==> config.mk <==
export PLATFORM = sky130hd
export DESIGN_NAME = hash_jtree_stream
export DESIGN_NICKNAME = d
export VERILOG_FILES = /design/src/rtl/hash_jtree_stream.sv
export SDC_FILE = /design/constraint.sdc
export NUM_CORES = 1
export LEC_CHECK = 0
export ABC_CLOCK_PERIOD_IN_PS = 23600
export BUFFER_PORTS_ARGS = -buffer_cell sky130_fd_sc_hd__buf_2
export CORE_AREA = 2 2 391 393
export CTS_CLUSTER_SIZE = 8
export DETAILED_ROUTE_END_ITERATION = 8
export DIE_AREA = 0 0 393 395
export HOLD_SLACK_MARGIN = 0.08
export PLACE_DENSITY = 0.43
export REMOVE_ABC_BUFFERS = 1
export SLEW_MARGIN = 0
export SYNTH_ARGS = -nofsm -noshare
export SYNTH_HDL_FRONTEND = slang
export SYNTH_SLANG_ARGS = --single-unit
==> constraint.sdc <==
create_clock -name clk -period 23.6 [get_ports clk]
set_input_delay 4.72 -clock clk [delete_from_list [all_inputs] [get_ports clk]]
set_output_delay 4.72 -clock clk [all_outputs]
set_load 0.1 [all_outputs]
==> src/rtl/hash_jtree_stream.sv <==
// hash_jtree_stream: XOR-fold hash jitter on the sub-pixel bits of LANES sample
// positions per group. Triangle, colour and lane-valid bits ride along through
// an elastic valid/ready pipeline of PIPE_DEPTH stages.
// Ports:
//   clk, rst                  clock, synchronous active-high reset
//   tri_in/color_in           triangle / colour, passed unmodified
//   sample_in                 [0]=x, [1]=y per lane, jittered before stage 0
//   validSamp_in              per-lane valid, passed unmodified
//   in_valid/in_ready         input handshake (in_ready is combinational)
//   subSample_RnnnnU          MSAA select, highest set bit picks the jitter mask
//   jitter_en                 0 passes samples bit-exact
//   *_out, out_valid/out_ready output group and handshake
//   group_cnt                 saturating count of output transfers
module hash_jtree_stream #(
    parameter int unsigned SIGFIG     = 24,
    parameter int unsigned RADIX      = 10,
    parameter int unsigned VERTS      = 3,
    parameter int unsigned AXIS       = 3,
    parameter int unsigned COLORS     = 3,
    parameter int unsigned LANES      = 4,
    parameter int unsigned PIPE_DEPTH = 2,
    parameter int unsigned CNT_W      = 32
) (
    input  logic                                      clk,
    input  logic                                      rst,
    input  logic [VERTS-1:0][AXIS-1:0][SIGFIG-1:0]    tri_in,
    input  logic [COLORS-1:0][SIGFIG-1:0]             color_in,
    input  logic [1:0][LANES-1:0][SIGFIG-1:0]         sample_in,
    input  logic [LANES-1:0]                          validSamp_in,
    input  logic                                      in_valid,
    output logic                                      in_ready,
    input  logic [3:0]                                subSample_RnnnnU,
    input  logic                                      jitter_en,
    output logic [VERTS-1:0][AXIS-1:0][SIGFIG-1:0]    tri_out,
    output logic [COLORS-1:0][SIGFIG-1:0]             color_out,
    output logic [1:0][LANES-1:0][SIGFIG-1:0]         sample_out,
    output logic [LANES-1:0]                          validSamp_out,
    output logic                                      out_valid,
    input  logic                                      out_ready,
    output logic [CNT_W-1:0]                          group_cnt
);

    localparam int unsigned HJ = RADIX - 2;      // jitter width
    localparam int unsigned SW = SIGFIG - 4;     // coordinate bits fed to the hash
    localparam int unsigned HW = 2 * SW;         // hash input width
    localparam logic [HJ-1:0] ONES = '1;

    // XOR of consecutive HJ-bit chunks, last chunk implicitly zero-padded
    function automatic logic [HJ-1:0] fold(input logic [HW-1:0] v);
        logic [HJ-1:0] acc;
        acc = '0;
        for (int unsigned i = 0; i < HW; i++) begin
            acc[i % HJ] = acc[i % HJ] ^ v[i];
        end
        return acc;
    endfunction

    logic [HJ-1:0]                       mask_c;
    logic [SW-1:0]                       xs_c, ys_c;
    logic [HJ-1:0]                       jx_c, jy_c;
    logic [1:0][LANES-1:0][SIGFIG-1:0]   samp_jit_c;

    // Mask select (highest set bit wins) and per-lane jitter, using the
    // config present at input transfer so each group carries its own setting
    always_comb begin
        mask_c     = '0;
        xs_c       = '0;
        ys_c       = '0;
        jx_c       = '0;
        jy_c       = '0;
        samp_jit_c = sample_in;
        if (subSample_RnnnnU[0]) mask_c = ONES >> 3;
        if (subSample_RnnnnU[1]) mask_c = ONES >> 2;
        if (subSample_RnnnnU[2]) mask_c = ONES >> 1;
        if (subSample_RnnnnU[3]) mask_c = ONES;
        for (int unsigned l = 0; l < LANES; l++) begin
            xs_c = sample_in[0][l][SIGFIG-1:4];
            ys_c = sample_in[1][l][SIGFIG-1:4];
            jx_c = fold({ys_c, xs_c}) & mask_c;
            jy_c = fold({xs_c, ys_c}) & mask_c;
            if (jitter_en) begin
                samp_jit_c[0][l] = sample_in[0][l] | (SIGFIG'(jx_c) << 2);
                samp_jit_c[1][l] = sample_in[1][l] | (SIGFIG'(jy_c) << 2);
            end
        end
    end

    logic [PIPE_DEPTH-1:0]                   v_q;
    logic [PIPE_DEPTH-1:0]                   ld_c;
    logic [VERTS-1:0][AXIS-1:0][SIGFIG-1:0]  tri_q   [PIPE_DEPTH];
    logic [COLORS-1:0][SIGFIG-1:0]           color_q [PIPE_DEPTH];
    logic [1:0][LANES-1:0][SIGFIG-1:0]       samp_q  [PIPE_DEPTH];
    logic [LANES-1:0]                        vs_q    [PIPE_DEPTH];
    logic [CNT_W-1:0]                        group_cnt_q;

    // Stage k may load when out_ready is high or any stage from k onward is
    // empty; written in closed form to keep the ready chain free of feedback
    always_comb begin
        ld_c = '0;
        for (int unsigned k = 0; k < PIPE_DEPTH; k++) begin
            ld_c[k] = out_ready;
            for (int unsigned j = k; j < PIPE_DEPTH; j++) begin
                if (!v_q[j]) ld_c[k] = 1'b1;
            end
        end
    end

    assign in_ready = ld_c[0];

    // Pipeline shift and saturating output-transfer counter
    always_ff @(posedge clk) begin
        if (rst) begin
            v_q         <= '0;
            group_cnt_q <= '0;
            for (int unsigned k = 0; k < PIPE_DEPTH; k++) begin
                tri_q[k]   <= '0;
                color_q[k] <= '0;
                samp_q[k]  <= '0;
                vs_q[k]    <= '0;
            end
        end else begin
            if (ld_c[0]) begin
                v_q[0]     <= in_valid;
                tri_q[0]   <= tri_in;
                color_q[0] <= color_in;
                samp_q[0]  <= samp_jit_c;
                vs_q[0]    <= validSamp_in;
            end
            for (int unsigned k = 1; k < PIPE_DEPTH; k++) begin
                if (ld_c[k]) begin
                    v_q[k]     <= v_q[k-1];
                    tri_q[k]   <= tri_q[k-1];
                    color_q[k] <= color_q[k-1];
                    samp_q[k]  <= samp_q[k-1];
                    vs_q[k]    <= vs_q[k-1];
                end
            end
            if (v_q[PIPE_DEPTH-1] && out_ready && (group_cnt_q != '1)) begin
                group_cnt_q <= group_cnt_q + CNT_W'(1);
            end
        end
    end

    assign out_valid     = v_q[PIPE_DEPTH-1];
    assign tri_out       = tri_q[PIPE_DEPTH-1];
    assign color_out     = color_q[PIPE_DEPTH-1];
    assign sample_out    = samp_q[PIPE_DEPTH-1];
    assign validSamp_out = vs_q[PIPE_DEPTH-1];
    assign group_cnt     = group_cnt_q;

endmodule

==> impl_results.md <==
* Status: completed
* Cell family with most CP delay: simple AND/OR/NAND/NOR gates
* Post-Route Hold Slack at slightly below 0.5 ns
* Leftover overflow at the end of global routing at 0
* Deepest clock path buffer count at 3
* Critical path, cell by cell: buf_2, nor2b_1, nand2_1, buf_2
* Path class of the lowest-slack min-delay path: flip-flop to flip-flop
* Top cell type's share of synthesized area at 0.688
* Die Width at 393 µm
* Most frequent cells in the layout: 1010 x buf_2, 968 x edfxtp_1, 908 x and2_1
* Startpoint type of the worst setup path: input port
* Top FF cell, synth: edfxtp_1
* Total vias in the final route at 22757
* Post-synth design cell area at around 42000 µm²
* Routed wire length on met3 at roughly 11 mm
* Synth Warn # at 0
* Worst-path maximum fanout at 6
* Total iterations of the first detailed-routing run at 4
* Initial core utilization at 0.279
* Worst-skew pair later-pin latency at approximately 0.75 ns
* Number of I/O pins at approximately 1000
* Proportion of synthesized area in mux cells at 0.00127
* Synth area leader: edfxtp_1
* Buffers & Inverters on Critical Path at 2
* Number of distinct library cells after synthesis at 42
* Number of sinks handled by clock tree synthesis at about 1000
* Routability-driven placement congestion ratio at 0.826
* Vertical extent of the die at approximately 400 µm
* Number of remaining DRC errors at 0
* Largest net degree at the start of global routing at between 150 and 200
* Cell with the most instances on the worst path: buf_2
* Drt initial violations at around 1300
* Wire length per cell at 21.5 µm
* Final setup violation count at 0
* Critical path required time at approximately 19 ns
* Cts-stage hold buffer count at 0
* Largest family of logic cells by synthesized area: simple AND/OR/NAND/NOR gates
* Endpoint type of the worst setup path: primary output
* Level count of the clock H-tree at 4
* Met2 routed wirelength at a little under 60 mm
* Hpwl dp at around 85 mm
* Worst Path Class, Setup: input port to primary output
* Part of the cycle the worst path needs at 0.454
* Area share of xor/xnor cells in the synthesized design at 0.0301
* Arrival time worst endpoint at approximately 6.0 ns
* Core occupancy in the finished layout at 0.331
* CTS Root Buffer Type: clkbuf_16
* Final Max Tran Viols at 0
* Reported leakage power at between 20 and 25 nW
* Reported max-cap violation count at 0
* Post-synthesis area per instance at roughly 14 µm²
* Power Dens Cells at just over 90 nW/µm²
* Number of resized instances in the post-cts repair step at 0
* Setup tns final at 0 ns
* Number of buffers inserted during clock tree synthesis at approximately 140
* Clock Skews at about 0.040 ns
* Wire length reported by the detailed router at 120 mm
* RSZ-0062 raised after global routing: false
* Flops & latches, synth at roughly 1000
* Top layer used by detailed routing: met5
* Antenna violations before repair at 72
* Total Routing Usage GR at 0.150
* First-pass GRT wire length at about 170 mm
* Via density per instance at about 4.1
* Core region area at between 150000 and 200000 µm²
* Worst-path cell with the longest stage delay: nor2b_1
* Area delta synth->final at 18.4%
* Ratio of cells with drive above 1 in the final layout at 0.341
* Complex-gate fraction of the synthesized area at 0.0143
* Post-Route M1 WL at 45.4 mm
* Adder-cell share of the synthesized area at 0.000296
* Row count at 143
* Number of hold violations in the final report at 0
* Vias in the first global route at roughly 23000
* Sequential share of the synthesized area at 0.704
* Die Outline Area at between 150000 and 200000 µm²
* Minimum period implied by the final worst setup slack at between 10 and 15 ns
* Buffers inserted during post-CTS setup optimization at 0
* Antenna violation net count after detailed routing at 0
* Leading cell types by total area after synthesis: edfxtp_1 69%, and2_1 13%, buf_4 8.6%
* EDFF count, synth at 968
* Worst slew margin relative to its limit at 0.267
* Worst-Margin Slew at about 1.1 ns
* Clock slew at reported path FFs at around 0.050 ns
* Upper clock frequency limit at around 93 MHz
* Number of instances in the synthesized netlist at 2931
* Maximum cell stage delay along the critical path at roughly 0.56 ns
* Share of synthesized cell area in and, or, nand and nor gates at 0.153
* VDD IR max at approximately 0.05 mV
* Net count of the finished layout at 4000
* IO Port Bufs at roughly 1000
* Clock tree from TritonCTS: yes
* Most common library cell in the layout ignoring fill and taps: buf_2
* Fraction of synthesis flops using an asynchronous set or reset pin at 0
area by class of cell:
class                   count  area (µm²)
repair buffers           1034        5260
fillers                 15124      101000
clock buffers             159        3700
diodes                     22        55.1
flip-flops and latches   1002       29700
inverters                   4        15.0
clock inverters            14         256
well taps                2030        2540
multi-input cells        1320        8440
registers in the layout, summed over array words and instances (netlist names):
register / cells
color_q: 144
group_cnt: 32
samp_q: 384
tri_q: 432
v_q: 2
vs_q: 8
cells in the mapped netlist (all sizes together) (2+ instances only):
cell,instances
edfxtp,968
and2,908
buf,489
xnor2,136
clkbuf,116
nor2,84
a21oi,59
dfxtp,34
nand2,18
o21a,18
nand4,13
nand3,10
xor2,9
nor4,8
o21ai,6
or3,6
a211oi,5
a31oi,5
or4,5
and4,4
inv,4
nor2b,4
mux2,3
a21o,2
and3,2
mux2i,2
o31a,2
o31ai,2
kinds of logic after synthesis:
logic type	count (synthesis)
compound gates	102
fa+ha+maj	1
xor+xnor	145
flops	1002
buf+inv	609
mux	5
simple gates	1067
metal layers:
layer / global-route usage / up-vias
met5: 0 / -
met4: 0.0525 / 44
met3: 0.0626 / 283
met2: 0.256 / 805
met1: 0.167 / 10983
li1: - / 10642
metrics by stage:
stage          power (W)  instances  setup slack, ns  instance area [µm²]
6_report         0.00463       5585            12.88                50000
5_1_grt          0.00480       5576            12.82                50000
4_1_cts          0.00471       5563            12.87                50000
3_5_place_dp     0.00280       5390            12.87                46000
3_3_place_gp     0.00280       5390            12.86                46000
2_1_floorplan    0.00266       2326            -3.18                38100
power breakdown:
group / switching (W) / internal (W)
Sequential: 0.0000257 / 0.00207
Combinational: 0.000536 / 0.000130
Clock: 0.000770 / 0.00110
final timing paths:
path | from | end | slack [ns] | cells past startpoint
worst max register to register | v_q[1] | color_q[0][62] | 18.20 | 8
worst min register to register | samp_q[0][154] | samp_q[0][346] | 0.48 | 1
worst max-delay path | out_ready | in_ready | 12.88 | 4
worst min-delay path | samp_q[0][154] | samp_q[0][346] | 0.48 | 1
No activity file was read; power rests on OpenSTA's default activity.
